<file path="src/rtl/lcd_480_272_timing_gen.sv">
// Pixel timing generator for the 480x272 RGB LCD: divides the system clock to the
// pixel rate, scans the raster, publishes x/y and registers the colour to the panel pins.
module lcd_480_272_timing_gen #(
    parameter int unsigned CLK_DIV  = 3,
    parameter int unsigned H_ACTIVE = 480,
    parameter int unsigned H_FP     = 2,
    parameter int unsigned H_SYNC   = 41,
    parameter int unsigned H_BP     = 2,
    parameter int unsigned V_ACTIVE = 272,
    parameter int unsigned V_FP     = 2,
    parameter int unsigned V_SYNC   = 10,
    parameter int unsigned V_BP     = 2
) (
    input  logic       clock,
    input  logic       reset,
    output logic [8:0] x,
    output logic [8:0] y,
    input  logic [4:0] red,
    input  logic [5:0] green,
    input  logic [4:0] blue,
    output logic       pixel_strobe,
    output logic       frame_start,
    output logic       lcd_clk,
    output logic       lcd_de,
    output logic       lcd_hsync,
    output logic       lcd_vsync,
    output logic [4:0] lcd_red,
    output logic [5:0] lcd_green,
    output logic [4:0] lcd_blue
);

    localparam int unsigned H_TOTAL = H_ACTIVE + H_FP + H_SYNC + H_BP;
    localparam int unsigned V_TOTAL = V_ACTIVE + V_FP + V_SYNC + V_BP;
    localparam int unsigned DW = (CLK_DIV > 2) ? $clog2(CLK_DIV) : 1;
    localparam int unsigned HW = $clog2(H_TOTAL);
    localparam int unsigned VW = $clog2(V_TOTAL);

    localparam logic [DW-1:0] DIV_LAST = DW'(CLK_DIV - 1);
    localparam logic [DW-1:0] DIV_PRE  = DW'(CLK_DIV - 2);
    localparam logic [DW-1:0] DIV_HALF = DW'(CLK_DIV / 2);
    localparam logic [HW-1:0] H_LAST   = HW'(H_TOTAL - 1);
    localparam logic [HW-1:0] H_ACT    = HW'(H_ACTIVE);
    localparam logic [HW-1:0] HS_START = HW'(H_ACTIVE + H_FP);
    localparam logic [HW-1:0] HS_END   = HW'(H_ACTIVE + H_FP + H_SYNC);
    localparam logic [VW-1:0] V_LAST   = VW'(V_TOTAL - 1);
    localparam logic [VW-1:0] V_ACT    = VW'(V_ACTIVE);
    localparam logic [VW-1:0] VS_START = VW'(V_ACTIVE + V_FP);
    localparam logic [VW-1:0] VS_END   = VW'(V_ACTIVE + V_FP + V_SYNC);

    logic [DW-1:0] div_cnt, div_next;
    logic [HW-1:0] h_cnt, h_next;
    logic [VW-1:0] v_cnt, v_next;
    logic          strobe;
    logic          active, active_next;
    logic          hsync_on, vsync_on;
    logic          last_pixel;

    always_comb begin
        strobe     = (div_cnt == DIV_LAST);
        div_next   = strobe ? '0 : div_cnt + DW'(1);
        h_next     = h_cnt;
        v_next     = v_cnt;
        last_pixel = (h_cnt == H_LAST) && (v_cnt == V_LAST);
        if (strobe) begin
            if (h_cnt == H_LAST) begin
                h_next = '0;
                v_next = (v_cnt == V_LAST) ? '0 : v_cnt + VW'(1);
            end else begin
                h_next = h_cnt + HW'(1);
            end
        end
        active      = (h_cnt < H_ACT) && (v_cnt < V_ACT);
        active_next = (h_next < H_ACT) && (v_next < V_ACT);
        hsync_on    = (h_cnt >= HS_START) && (h_cnt < HS_END);
        vsync_on    = (v_cnt >= VS_START) && (v_cnt < VS_END);
    end

    // pixel_strobe/frame_start are registered one clock early so they line up
    // exactly with div_cnt == CLK_DIV-1, the cycle whose closing edge advances the counters.
    always_ff @(posedge clock or negedge reset) begin
        if (!reset) begin
            div_cnt      <= '0;
            h_cnt        <= '0;
            v_cnt        <= '0;
            x            <= '0;
            y            <= '0;
            lcd_clk      <= 1'b0;
            pixel_strobe <= 1'b0;
            frame_start  <= 1'b0;
            lcd_de       <= 1'b0;
            lcd_hsync    <= 1'b1;
            lcd_vsync    <= 1'b1;
            lcd_red      <= '0;
            lcd_green    <= '0;
            lcd_blue     <= '0;
        end else begin
            div_cnt      <= div_next;
            lcd_clk      <= (div_next >= DIV_HALF);
            pixel_strobe <= (div_cnt == DIV_PRE);
            frame_start  <= (div_cnt == DIV_PRE) && last_pixel;
            h_cnt        <= h_next;
            v_cnt        <= v_next;
            x            <= active_next ? 9'(h_next) : '0;
            y            <= active_next ? 9'(v_next) : '0;
            if (strobe) begin
                lcd_de    <= active;
                lcd_hsync <= !hsync_on;
                lcd_vsync <= !vsync_on;
                lcd_red   <= active ? red   : '0;
                lcd_green <= active ? green : '0;
                lcd_blue  <= active ? blue  : '0;
            end
        end
    end

endmodule

</file>
<file path="config.mk">
export PLATFORM = sky130hd
export DESIGN_NAME = lcd_480_272_timing_gen
export DESIGN_NICKNAME = d
export VERILOG_FILES = /design/src/rtl/lcd_480_272_timing_gen.sv
export SDC_FILE = /design/constraint.sdc
export NUM_CORES = 1
export LEC_CHECK = 0
export BUFFER_PORTS_ARGS = -buffer_cell sky130_fd_sc_hd__buf_2
export CELL_PAD_IN_SITES_DETAIL_PLACEMENT = 1
export CELL_PAD_IN_SITES_GLOBAL_PLACEMENT = 2
export CORE_UTILIZATION = 34
export DETAILED_ROUTE_END_ITERATION = 8
export PLACE_DENSITY_LB_ADDON = 0.1
export RECOVER_POWER = 25
export SLEW_MARGIN = 10
export SYNTH_ARGS = -nofsm -noshare
export SYNTH_HDL_FRONTEND = slang
export SYNTH_SLANG_ARGS = --single-unit
</file>
<file path="constraint.sdc">
create_clock -name clock -period 2.8 [get_ports clock]
set_clock_uncertainty 0.2 [all_clocks]
set_input_delay 0 -clock clock [delete_from_list [all_inputs] [get_ports clock]]
set_output_delay 0 -clock clock [all_outputs]
set_load 0.02 [all_outputs]
</file>
Yosys cells after proc, flatten, opt, wreduce, memory -nomap -nowiden:

Cells that the tools add are included.

* register bits: 61
* bits in latches: 0
* memory bits (writable): 0
* bits in read-only memories: 0
* input port bits: 18
* output and inout bits: 40
* logic and storage cells: 49
* memories kept: 0

* add/sub/neg operators: 3
* multipliers: 0
* div/mod/pow operators: 0
* $lt $le $gt $ge: 9
* equality and inequality tests: 4
* shift operators: 0
* mux-type cells: 11
* bitwise logic cells: 0
* reductions and logical operators: 8

Operator list (count)
* 9-bit 2-to-1 mux: 5
* 9-bit < comparator, second input constant: 3
* 10-bit by 9-bit < comparator with 1-bit output, second input constant: 2
* 10-bit 2-to-1 mux: 2
* 10-bit by 1-bit adder with 10-bit output, second input constant: 1
* 10-bit == test, second input constant: 1
* 10-bit by 9-bit >= comparator with 1-bit output, second input constant: 1
* 10-bit < comparator, second input constant: 1
* 5-bit 2-to-1 mux: 2
* 9-bit by 1-bit adder with 9-bit output, second input constant: 1
* 9-bit == test, second input constant: 1
* 9-bit >= comparator, second input constant: 1
* 1-bit logical AND: 6
* 6-bit 2-to-1 mux: 1
* 2-bit by 1-bit adder with 2-bit output, second input constant: 1
* 2-bit by 1-bit == test with 1-bit output, second input constant: 1
* 2-bit == test, second input constant: 1
* 2-bit by 1-bit >= comparator with 1-bit output, second input constant: 1
* 1-bit logical NOT: 2
* 2-bit 2-to-1 mux: 1

Logic depth before layout (Yosys ltp):

Gate-level depths: netlist (run 1).

* depth after elaboration: 7
* mapped depth: 10
* depth with buffers taken out: 9

Worst setup path after synthesis (run 1):

Ideal clock, no wire load.

* path type: reg2reg
* from: register h_cnt[4]
* to: register x[2]
* library setup time: 0.086 ns
* data arrival time: 2.111 ns
* required time: 2.514 ns
* setup slack: 0.403 ns
* cell stages (with the launch flop): 9
* buffers on the path: 2
* period minus slack after synthesis: 2.397 ns
* cells stage by stage: dfrtp_1 > nor4_4 > and4_1 > buf_2 > mux2_2 > o22ai_1 > o21ai_4 > buf_6 > nor3_1

* word-level cells in the longest chain between the ends: 6
* elaborated cells between the ends (all ways): 10
* classes of those cells: add/sub (1); order compare (2); eq/ne (1); mux (5); reduce/logical (1)

Ends and longest elaborated chain
* start: declaration: RTL line 51 `logic [HW-1:0] h_cnt, h_next;`
* start signal: assignment: RTL line 101 `h_cnt <= h_next;`
* 10-bit by 1-bit adder with 10-bit output or 10-bit == test (tied branches): RTL line 69, 65
* 10-bit 2-to-1 mux or 9-bit 2-to-1 mux (tied branches): RTL line 65 `if (h_cnt == H_LAST) begin`
* 10-bit 2-to-1 mux or 9-bit 2-to-1 mux (tied branches): RTL line 64 `if (strobe) begin`
* 10-bit by 9-bit < comparator with 1-bit output or 9-bit < comparator (tied branches): RTL line 73 `active_next = (h_next < H_ACT) && (v_next < V_ACT);`
* 1-bit logical AND: RTL line 73
* 9-bit 2-to-1 mux (*): RTL line 103 `x <= active_next ? 9'(h_next) : '0;`
* end signal: assignment: RTL line 103
* end: declaration: RTL line 16 `output logic [8:0] x,`

Mark *: on every way between the ends. The rest lies on a longest branch, timed or not.
A chain may end at the register's enable or synchronous reset.

Worst setup path in the final report (run 1):

* from: register h_cnt[5]
* to: register x[7]

Same word-level chain as after synthesis.

==> flow_summary_export.csv, run 1 <==
group,metric,value,unit
status,status,"completed",
drt,routedWlPerCell,15.1,um
synth,ys_ff_latch,60,
floorplanning,die_area,8150,sq um
timing,setup_viol,0,
pwr,p_sw,380,uW
floorplanning,num_io_pins,58,
cts,clock_latency,0.34,ns
critical_path,critPathKind,"reg -> reg",
synth,syn_avg_cell_area,11.3,sq um
layout,layout-drive-gt1-share,0.196,
placement,hpwl,4340,um
critical_path,cp_max_fo,9,
critical_path,endpoint,"x[7]$_DFF_PN0_",
run,maxCapViolCount,0,
critical_path,crit_path_start_kind,"flop",
pwr,finalPower,1750,uW
layout,final_area,3440,sq um
floorplanning,start_util,0.358,
synth,synthCells,234,
critical_path,end_kind,"flop",
floorplanning,die_y,90.3,um
cts,cts_root_buf,"clkbuf_8",
cts,clk_path_buf_depth,2,
pwr,ir_drop,0.000269,V
global_routing,grt_pass1_vias,2117,
drt,drc,0,
pwr,p_leak,0.00161,uW
synth,ys_seq_area_frac,0.568,
cts,postCtsResizedCells,0,
drt,vias,2080,
pwr,seq_power_share,0.505,
pwr,p_int,1370,uW
timing,fin_tns_setup,0,ns
cts,clk_pin_slew,0.07,ns
pwr,p_comb_frac,0.047,
drt,ant_nets,0,
worst_hold_path,hold_path.class,"in -> reg",
critical_path,r2r_setup_slack,0.22,ns
global_routing,grt_pass1_wl,10600,um
worst_hold_path,holdPathStages,3,
layout,diodes,0,
cts,cts_htree_levels,3,
cts,cts_buffers,9,
global_routing,antenna_found_initial,0,
placement,place.gp.congestion,0.749,
synth,ys_types,47,
synth,synth_warnings,0,
global_routing,grt-ovfl-total,0,
timing,period_share,0.920,
timing,period_minus_slack,2.58,ns
floorplanning,fp.dieW,90.3,um
floorplanning,placementRows,31,
synth,synth_nets,256,
cts,cts.sinks,60,
drt,drtIter0Drc,70,
timing,hold_viol,0,
pwr,power_density,510,nW/um^2
critical_path,cp-startpoint,"h_cnt[5]$_DFF_PN0_",
synth,ys_top_cells_by_area,"dfrtp_1 (55%), a22o_1 (5.3%), xor2_1 (2.6%)",
layout,area_delta_synth_final,29.9,%
timing,slew_headroom,0.0423,
synth,yosysTopAreaCell,"dfrtp_1",
pwr,pwr-share-clk,0.448,
floorplanning,core,7410,sq um
placement,dpl-instance-area,3090,sq um
critical_path,r2r_cells,8,
timing,final_max_slew_viol_count,0,
critical_path,r2r-start,"h_cnt[5]$_DFF_PN0_",
global_routing,grt_usage,0.170,
timing,rsz0062_at_grt,"false",
global_routing,grt_max_degree,61,
critical_path,r2r-end,"x[7]$_DFF_PN0_",
timing,fmax,0.388,GHz
timing,worst_pin_slew,1.44,ns
placement,port-buffer-count,57,
layout,utilization,0.464,
critical_path,arrival,2.66,ns
synth,syn_area,2650,sq um
synth,yosys.area.top_type_share,0.548,
drt,vias_per_cell,4.88,
pwr,switching_share,0.217,
critical_path,cp.required,2.88,ns
cts,cts_tree,"yes",
layout,final_nets,344,
drt,drt_first_pass_iters,4,
drt,routed_wl,6410,um
-- Yosys cell counts (all sizes together) --
| master | count |
|---|---|
| dfrtp | 58 |
| a22o | 16 |
| nor2 | 15 |
| o21ai | 13 |
| nand3 | 12 |
| inv | 11 |
| nand2 | 11 |
| and3 | 9 |
| clkbuf | 8 |
| xor2 | 8 |
| nand4 | 7 |
| nor2b | 7 |
| nor3 | 7 |
| nor4 | 6 |
| and2b | 4 |
| buf | 4 |
| ha | 4 |
| a21o | 3 |
| and4 | 2 |
| and4b | 2 |
| dfstp | 2 |
| mux2 | 2 |
| nand3b | 2 |
| nand4b | 2 |
| o31a | 2 |
| or3 | 2 |
| xnor2 | 2 |
| a21oi | 1 |
| a221oi | 1 |
| a31o | 1 |
| and2 | 1 |
| nand2b | 1 |
| nor4b | 1 |
| o21a | 1 |
| o22ai | 1 |
| o311ai | 1 |
| o31ai | 1 |
| or2 | 1 |
| or3b | 1 |
| or4 | 1 |
-- registers in the layout, summed over array words and instances (netlist names) --
name / flops
lcd_de: 1
v_cnt: 9
div_cnt: 2
lcd_blue: 5
frame_start: 1
lcd_red: 5
x: 9
y: 9
h_cnt: 10
lcd_green: 6
lcd_vsync: 1
lcd_clk: 1
lcd_hsync: 1
-- power by group through the flow --
stage | clock (uW) | combinational (uW) | sequential, uW
3_3_place_gp | 0 | 69.4 | 900
4_1_cts | 817 | 88.2 | 884
6_report | 785 | 83.1 | 885
2_1_floorplan | 0 | 10.4 | 916
5_1_grt | 852 | 92.3 | 886
3_5_place_dp | 0 | 69.2 | 900
-- timing repair --
item,CTS,global route
hold buffers,17,0
hold endpoints to repair,74,0
setup endpoints to repair,0,8
setup buffers,0,2
-- through the flow --
stage	hold WS (ns)	cells	setup WS, ns
after CTS	0.163	424	0.0322
after global routing	0.224	426	0.0668
after detailed placement	0.00285	391	0.0670
final	0.220	426	0.225
after floorplan	-0.496	234	0.403
after global placement	-0.00140	391	0.115
-- logic make-up after synthesis --
kind of cell / count (synthesis) / share of synthesized area
fa+ha+maj: 4 / 0.0189
buf+inv: 23 / 0.0420
flops: 60 / 0.568
compound gates: 41 / 0.118
xor+xnor: 10 / 0.0331
mux: 2 / 0.00992
simple gates: 94 / 0.210
-- routing by layer --
layer | part of all wire | global-route usage | wire, um | up-vias
met4 | 0.019 | 0.0887 | 121 | 0
met1 | 0.50 | 0.230 | 3200 | 1004
met2 | 0.44 | 0.252 | 2840 | 53
met5 | 0 | 0 | 0 | -
met3 | 0.040 | 0.0404 | 254 | 10
li1 | - | - | - | 1013
-- worst max-delay path: stages, from the launching register on --
cell and delay (ns):
dfrtp_1 0.45, nor4_4 0.31, buf_4 0.18, and4_1 0.31, mux2_2 0.36, o22ai_1 0.24, o21ai_4 0.11, buf_12 0.15
and2b_1 0.18
-- worst min-delay path by stage --
stage	slack, ns	end	startpoint
2_1_floorplan	-0.50	div_cnt[0]$_DFF_PN0_	reset
5_1_grt	0.22	lcd_green[5]$_DFFE_PN0N_	green[5]
4_1_cts	0.16	lcd_red[1]$_DFFE_PN0N_	reset
3_5_place_dp	0.003	lcd_red[1]$_DFFE_PN0N_	reset
6_report	0.22	lcd_red[4]$_DFFE_PN0N_	red[4]
3_3_place_gp	-0.001	lcd_red[1]$_DFFE_PN0N_	reset
-- layout make-up --
class                           instances  area, sq um
Multi-Input combinational cell        151         1030
Clock inverter                          4         47.5
Clock buffer                           12          155
Fill cell                             852         3970
Inverter                               11         41.3
Sequential cell                        60         1500
Tap cell                               99          124
Timing Repair Buffer                   89          534
-- layout by cell type (no fill, tap or decap), types with 2 or more instances in the layout --
master,Yosys,layout
dfrtp_1,58,58
clkbuf_1,7,36
buf_2,1,22
dlygate4sd3_1,0,17
a22o_1,16,16
nor2_1,15,15
buf_4,0,13
inv_1,11,11
nand3_1,11,11
o21ai_0,11,11
nand2_1,11,11
clkbuf_8,0,11
and3_1,9,9
xor2_1,8,8
nor2b_1,7,7
nand4_1,7,7
nor3_1,7,7
nor4_1,5,5
and2b_1,4,4
ha_1,4,4
a21o_1,3,3
and4b_1,2,2
and4_1,2,2
xnor2_1,2,2
nand4b_1,2,2
o31a_1,2,2
or3_1,2,2
nand3b_1,2,2
clkinv_2,0,2
dfstp_2,2,2
(Power assumes the default switching activity.)
==> run 2, diff against run 1 <==
==> constraint.sdc (replaced) <==
create_clock -name clock -period 2.77 [get_ports clock]
set_clock_uncertainty 0.2 [all_clocks]
set_input_delay 0 -clock clock [delete_from_list [all_inputs] [get_ports clock]]
set_output_delay 0 -clock clock [all_outputs]
set_load 0.02 [all_outputs]
==> flow_summary_export.csv, run 2 (same netlist as run 1, synthesis figures left out) <==
group,metric,value,unit
timing,hold_viol,0,
critical_path,cp.required,2.82,ns
drt,drc,0,
critical_path,end_kind,"flop",
global_routing,grt_pass1_vias,2150,
layout,diodes,0,
global_routing,grt_pass1_wl,11200,um
critical_path,arrival,2.66,ns
layout,largest-register,"h_cnt",
pwr,p_leak,0.00162,uW
layout,area_delta_synth_final,30.1,%
layout,fillers,844,
timing,fmax,0.382,GHz
worst_hold_path,holdPathStages,3,
timing,whs,0.219,ns
placement,hpwl,4480,um
timing,setup_viol,0,
layout,final_common_cell,"dfrtp_1",
floorplanning,fp.dieW,90.3,um
timing,rsz0062_at_grt,"false",
layout,regArea,1500,sq um
cts,cts_htree_levels,3,
placement,port-buffer-count,57,
layout,layout-drive-gt1-share,0.206,
timing,fin_tns_setup,0,ns
cts,cts.sinks,60,
global_routing,antenna_found_initial,0,
drt,vias,2095,
critical_path,crit_path_start_kind,"flop",
critical_path,r2r_setup_slack,0.15,ns
layout,final_nets,347,
floorplanning,core,7410,sq um
pwr,power_density,507,nW/um^2
floorplanning,die_area,8150,sq um
floorplanning,start_util,0.358,
drt,drt_first_pass_iters,4,
drt,routedWlPerCell,15.3,um
critical_path,cp-startpoint,"h_cnt[4]$_DFF_PN0_",
drt,drtIter0Drc,116,
drt,routed_wl,6570,um
critical_path,critPathKind,"reg -> reg",
pwr,ir_drop,0.000213,V
cts,cts_buffers,9,
drt,vias_per_cell,4.88,
drt,ant_nets,0,
global_routing,grt-ovfl-total,0,
cts,cts_root_buf,"clkbuf_8",
floorplanning,placementRows,31,
floorplanning,num_io_pins,58,
placement,place.gp.congestion,0.762,
timing,period_share,0.945,
cts,cts_tree,"yes",
timing,worst_pin_slew,1.47,ns
layout,largest_register_ffs,10,
cts,clk_pin_slew,0.07,ns
timing,final_max_slew_viol_count,0,
critical_path,r2r-start,"h_cnt[4]$_DFF_PN0_",
timing,period_minus_slack,2.62,ns
status,status,"completed",
critical_path,cp_max_fo,7,
critical_path,endpoint,"x[3]$_DFF_PN0_",
critical_path,r2r-end,"x[3]$_DFF_PN0_",
timing,slew_headroom,0.0210,
cts,clk_path_buf_depth,2,
cts,clock_latency,0.33,ns
floorplanning,die_y,90.3,um
critical_path,r2r_cells,8,
worst_hold_path,hold_path.class,"in -> reg",
run,maxCapViolCount,0,
layout,layout_common_cells,"dfrtp_1 (58), clkbuf_1 (37), buf_2 (21), dlygate4sd3_1 (17), buf_4 (17)",
layout,multi_input_area,1040,sq um
global_routing,grt_max_degree,61,
global_routing,grt_usage,0.177,
run 2: worst min-delay path by stage:
stage                     startpoint                      to  slack [ns]
after floorplan                reset    div_cnt[0]$_DFF_PN0_       -0.50
after global placement         reset  lcd_red[1]$_DFFE_PN0N_      0.0002
after detailed placement       reset  lcd_red[3]$_DFFE_PN0N_        0.02
after CTS                      reset  lcd_red[3]$_DFFE_PN0N_        0.19
after global routing          red[4]  lcd_red[4]$_DFFE_PN0N_        0.22
final                         red[4]  lcd_red[4]$_DFFE_PN0N_        0.22
run 2: worst max-delay path, cell delays in order, from the launching register on:
cell and delay [ns]:
dfrtp_1 0.41, nor4_4 0.37, buf_4 0.20, and4_2 0.29
mux2_2 0.35, o22ai_1 0.25, o21ai_4 0.14, buf_4 0.16
nor3_1 0.16
run 2: timing repair:
item	CTS	global route
hold endpoints to repair	74	0
endpoints found under the setup margin	0	15
buffers inserted	0	2
hold buffers	17	0
resized for setup	0	2
run 2: layout make-up:
type                            instances  share of cell area
Tap cell                               99              0.0359
Clock inverter                          6              0.0189
Timing Repair Buffer                   92               0.158
Clock buffer                           10              0.0370
Multi-Input combinational cell        151               0.302
Inverter                               11              0.0120
Sequential cell                        60               0.436
run 2: report_power, final:
group	switching, uW	total (uW)	internal [uW]
clock	352	767	415
sequential	5.93	894	888
combinational	46.1	84.1	38.0
run 2: stage by stage:
| stage | total power [uW] | area, sq um | util | worst slack [ns] | instances |
|---|---|---|---|---|---|
| floorplan | 936 | 2650 | - | 0.373 | 234 |
| global placement | 980 | 3110 | 0.420 | 0.0831 | 394 |
| detailed placement | 981 | 3110 | 0.420 | 0.0200 | 394 |
| CTS | 1780 | 3470 | 0.469 | 0.0162 | 427 |
| global route | 1830 | 3450 | 0.465 | 0.00450 | 429 |
| finish | 1750 | 3450 | 0.465 | 0.153 | 429 |
run 2: routing by layer:
layer	up-vias	wire length, um	GRT usage
met5	-	0	0
met4	0	68	0.0659
met3	6	308	0.0438
met2	51	2890	0.257
met1	1015	3300	0.253
li1	1023	-	-
==> run 3, diff against run 2 <==
--- a/config.mk
+++ b/config.mk
@@ -5,10 +5,11 @@
 export SDC_FILE = /design/constraint.sdc
 export NUM_CORES = 1
 export LEC_CHECK = 0
+export ABC_AREA = 1
 export BUFFER_PORTS_ARGS = -buffer_cell sky130_fd_sc_hd__buf_2
 export CELL_PAD_IN_SITES_DETAIL_PLACEMENT = 1
 export CELL_PAD_IN_SITES_GLOBAL_PLACEMENT = 2
-export CORE_UTILIZATION = 34
+export CORE_UTILIZATION = 32
 export DETAILED_ROUTE_END_ITERATION = 8
 export PLACE_DENSITY_LB_ADDON = 0.1
 export RECOVER_POWER = 25
==> flow_summary_export.csv, run 3 <==
group,metric,value,unit
status,status,"completed",
critical_path,r2r-end,"y[3]$_DFF_PN0_",
critical_path,r2r_cells,12,
pwr,power_density,478,nW/um^2
timing,fmax,0.403,GHz
synth,yosys.area.top_type_share,0.529,
layout,final_area,3470,sq um
layout,final_nets,413,
critical_path,cp_max_fo,17,
cts,clk_path_buf_depth,2,
global_routing,grt_pass1_wl,12500,um
critical_path,r2r_setup_slack,0.29,ns
timing,period_minus_slack,2.48,ns
placement,port-buffer-count,57,
pwr,p_int,1250,uW
layout,layout_common_cells,"dfrtp_1 (58), nand2_1 (51), inv_1 (50), nor2_1 (38), clkbuf_1 (37)",
placement,place.gp.congestion,0.830,
critical_path,cp-startpoint,"h_cnt[0]$_DFF_PN0_",
layout,regArea,1500,sq um
layout,largest-register,"h_cnt",
critical_path,end_kind,"flop",
floorplanning,fp.dieW,94.6,um
cts,clk_pin_slew,0.07,ns
synth,syn_avg_cell_area,8.96,sq um
synth,ys_seq_area_frac,0.548,
drt,vias_per_cell,4.72,
timing,fin_ws,0.289,ns
cts,post_cts_buffers,0,
timing,period_share,0.896,
layout,layout-drive-gt1-share,0.157,
critical_path,arrival,2.55,ns
floorplanning,die_area,8950,sq um
global_routing,grt_pass1_vias,2524,
worst_hold_path,hold_path.class,"in -> reg",
placement,pre_cts_slack,0.170,ns
cts,cts_buffers,9,
drt,drt_first_pass_iters,4,
timing,hold_viol,0,
drt,ant_nets,0,
synth,async_flop_share,1.00,
synth,synth_common_cells,"dfrtp_1 (58), nand2_1 (51), inv_1 (50)",
cts,cts_tree,"yes",
synth,synth_edf_count,0,
floorplanning,placementRows,33,
timing,final_max_slew_viol_count,0,
placement,dpl-instance-area,3160,sq um
synth,yosysTopAreaCell,"dfrtp_1",
pwr,pwr-share-clk,0.408,
timing,worst_pin_slew,0.752,ns
pwr,p_comb_frac,0.053,
floorplanning,num_io_pins,58,
synth,syn_area,2740,sq um
synth,synth_most_common_cell,"dfrtp_1",
global_routing,antenna_found_initial,0,
layout,area_delta_synth_final,26.6,%
run,maxCapViolCount,0,
synth,synth_nets,328,
synth,ys.flop_type,"dfrtp_1",
synth,ys_top_cells_by_area,"dfrtp_1 (53%), nand2_1 (7.0%), inv_1 (6.8%)",
pwr,p_sw,413,uW
placement,hpwl,5260,um
pwr,seq_power_share,0.539,
layout,fillers,1013,
floorplanning,start_util,0.332,
timing,slew_headroom,0.497,
pwr,finalPower,1660,uW
critical_path,endpoint,"y[3]$_DFF_PN0_",
global_routing,grt_max_degree,44,
drt,routed_wl,7410,um
synth,ys_types,32,
critical_path,r2r-start,"h_cnt[0]$_DFF_PN0_",
drt,routedWlPerCell,14.8,um
critical_path,cp.required,2.84,ns
layout,multi_input_area,1020,sq um
pwr,switching_share,0.249,
timing,fin_tns_setup,0,ns
layout,largest_register_ffs,10,
drt,vias,2364,
floorplanning,core,8260,sq um
global_routing,grt_usage,0.188,
layout,diodes,0,
cts,cts_root_buf,"clkbuf_8",
cts,clock_latency,0.34,ns
synth,synthCells,306,
critical_path,crit_path_start_kind,"flop",
cts,cts_htree_levels,3,
layout,utilization,0.421,
synth,synth_warnings,0,
pwr,ir_drop,0.000187,V
global_routing,grt-ovfl-total,0,
pwr,p_leak,0.00167,uW
synth,ys_ff_latch,60,
cts,cts.sinks,60,
timing,setup_viol,0,
drt,drtIter0Drc,73,
timing,rsz0062_at_grt,"false",
floorplanning,die_y,94.6,um
layout,final_common_cell,"dfrtp_1",
drt,drc,0,
critical_path,critPathKind,"reg -> reg",
## run 3: changes by cell type after synthesis, sizes merged, moves of 3 or more
cell and change:
a21o -3, and2b -4, and3 -8, clkbuf -5, inv +41, nand2 +43, nand3 +15, nand4 +4
nor2 +32, nor2b -7, nor4 -5, o21ai -3, xor2 -7
## run 3: worst max-delay path, stage by stage, from the launching register on
cell      delay [ns]
dfrtp_1         0.46
inv_1           0.13
ha_1            0.17
nand3_2         0.12
nor2_2          0.12
nand2_2         0.11
nor2_4          0.26
nand3b_1        0.11
nand2_1         0.12
nand2_1         0.11
o21ai_2         0.17
nand2_4         0.18
nor2_1          0.14
## run 3: kinds of logic (layout without fill, tap and decap cells)
kind of cell / after synthesis / after routing / share of synthesized area
and+or+nand+nor: 151 / 151 / 0.260
DFF: 60 / 60 / 0.548
buffers and inverters: 58 / 148 / 0.0830
AOI/OAI and AO/OA: 32 / 32 / 0.0876
adders and majority gates: 4 / 4 / 0.0182
xor gates and xnor gates: 1 / 1 / 0.00319
## run 3: worst min path at each step
stage	endpoint	cells past startpoint	start
after floorplan	div_cnt[0]$_DFF_PN0_	0	reset
after global placement	h_cnt[8]$_DFF_PN0_	1	reset
after detailed placement	h_cnt[6]$_DFF_PN0_	1	reset
after CTS	lcd_green[1]$_DFFE_PN0N_	3	green[1]
after global routing	lcd_green[3]$_DFFE_PN0N_	3	green[3]
final	lcd_green[5]$_DFFE_PN0N_	3	green[5]
## run 3: repair_timing
item	4_1_cts	5_1_grt
setup endpoints to repair	0	17
endpoints found under the hold margin	75	0
resized for setup	0	1
hold buffers	19	0
## run 3: metal layers
metal  GRT usage  part of all wire
met1       0.227              0.44
met2       0.327              0.53
met3      0.0483             0.022
met4      0.0606             0.011
met5           0                 0
## run 3: power groups by stage
stage                     logic, uW  clock network, uW  registers (uW)
after detailed placement       71.1                  0             911
after CTS                      92.4                705             894
after floorplan                10.5                  0             926
after global routing           98.1                738             896
final                          87.8                677             894
after global placement         70.7                  0             910
## run 3: area by class of cell
| cell class | instances | share of cell area |
|---|---|---|
| sequential | 60 | 0.433 |
| multi-input combinational | 188 | 0.293 |
| timing repair buffer | 80 | 0.132 |
| inverter | 52 | 0.0562 |
| tap | 105 | 0.0378 |
| clock buffer | 9 | 0.0357 |
| clock inverter | 7 | 0.0126 |
## run 3: metrics by stage
stage	cells	hold slack, ns
finish	501	0.222
floorplan	306	-0.496
global route	501	0.220
detailed placement	466	-0.235
CTS	501	0.193
global placement	466	-0.232
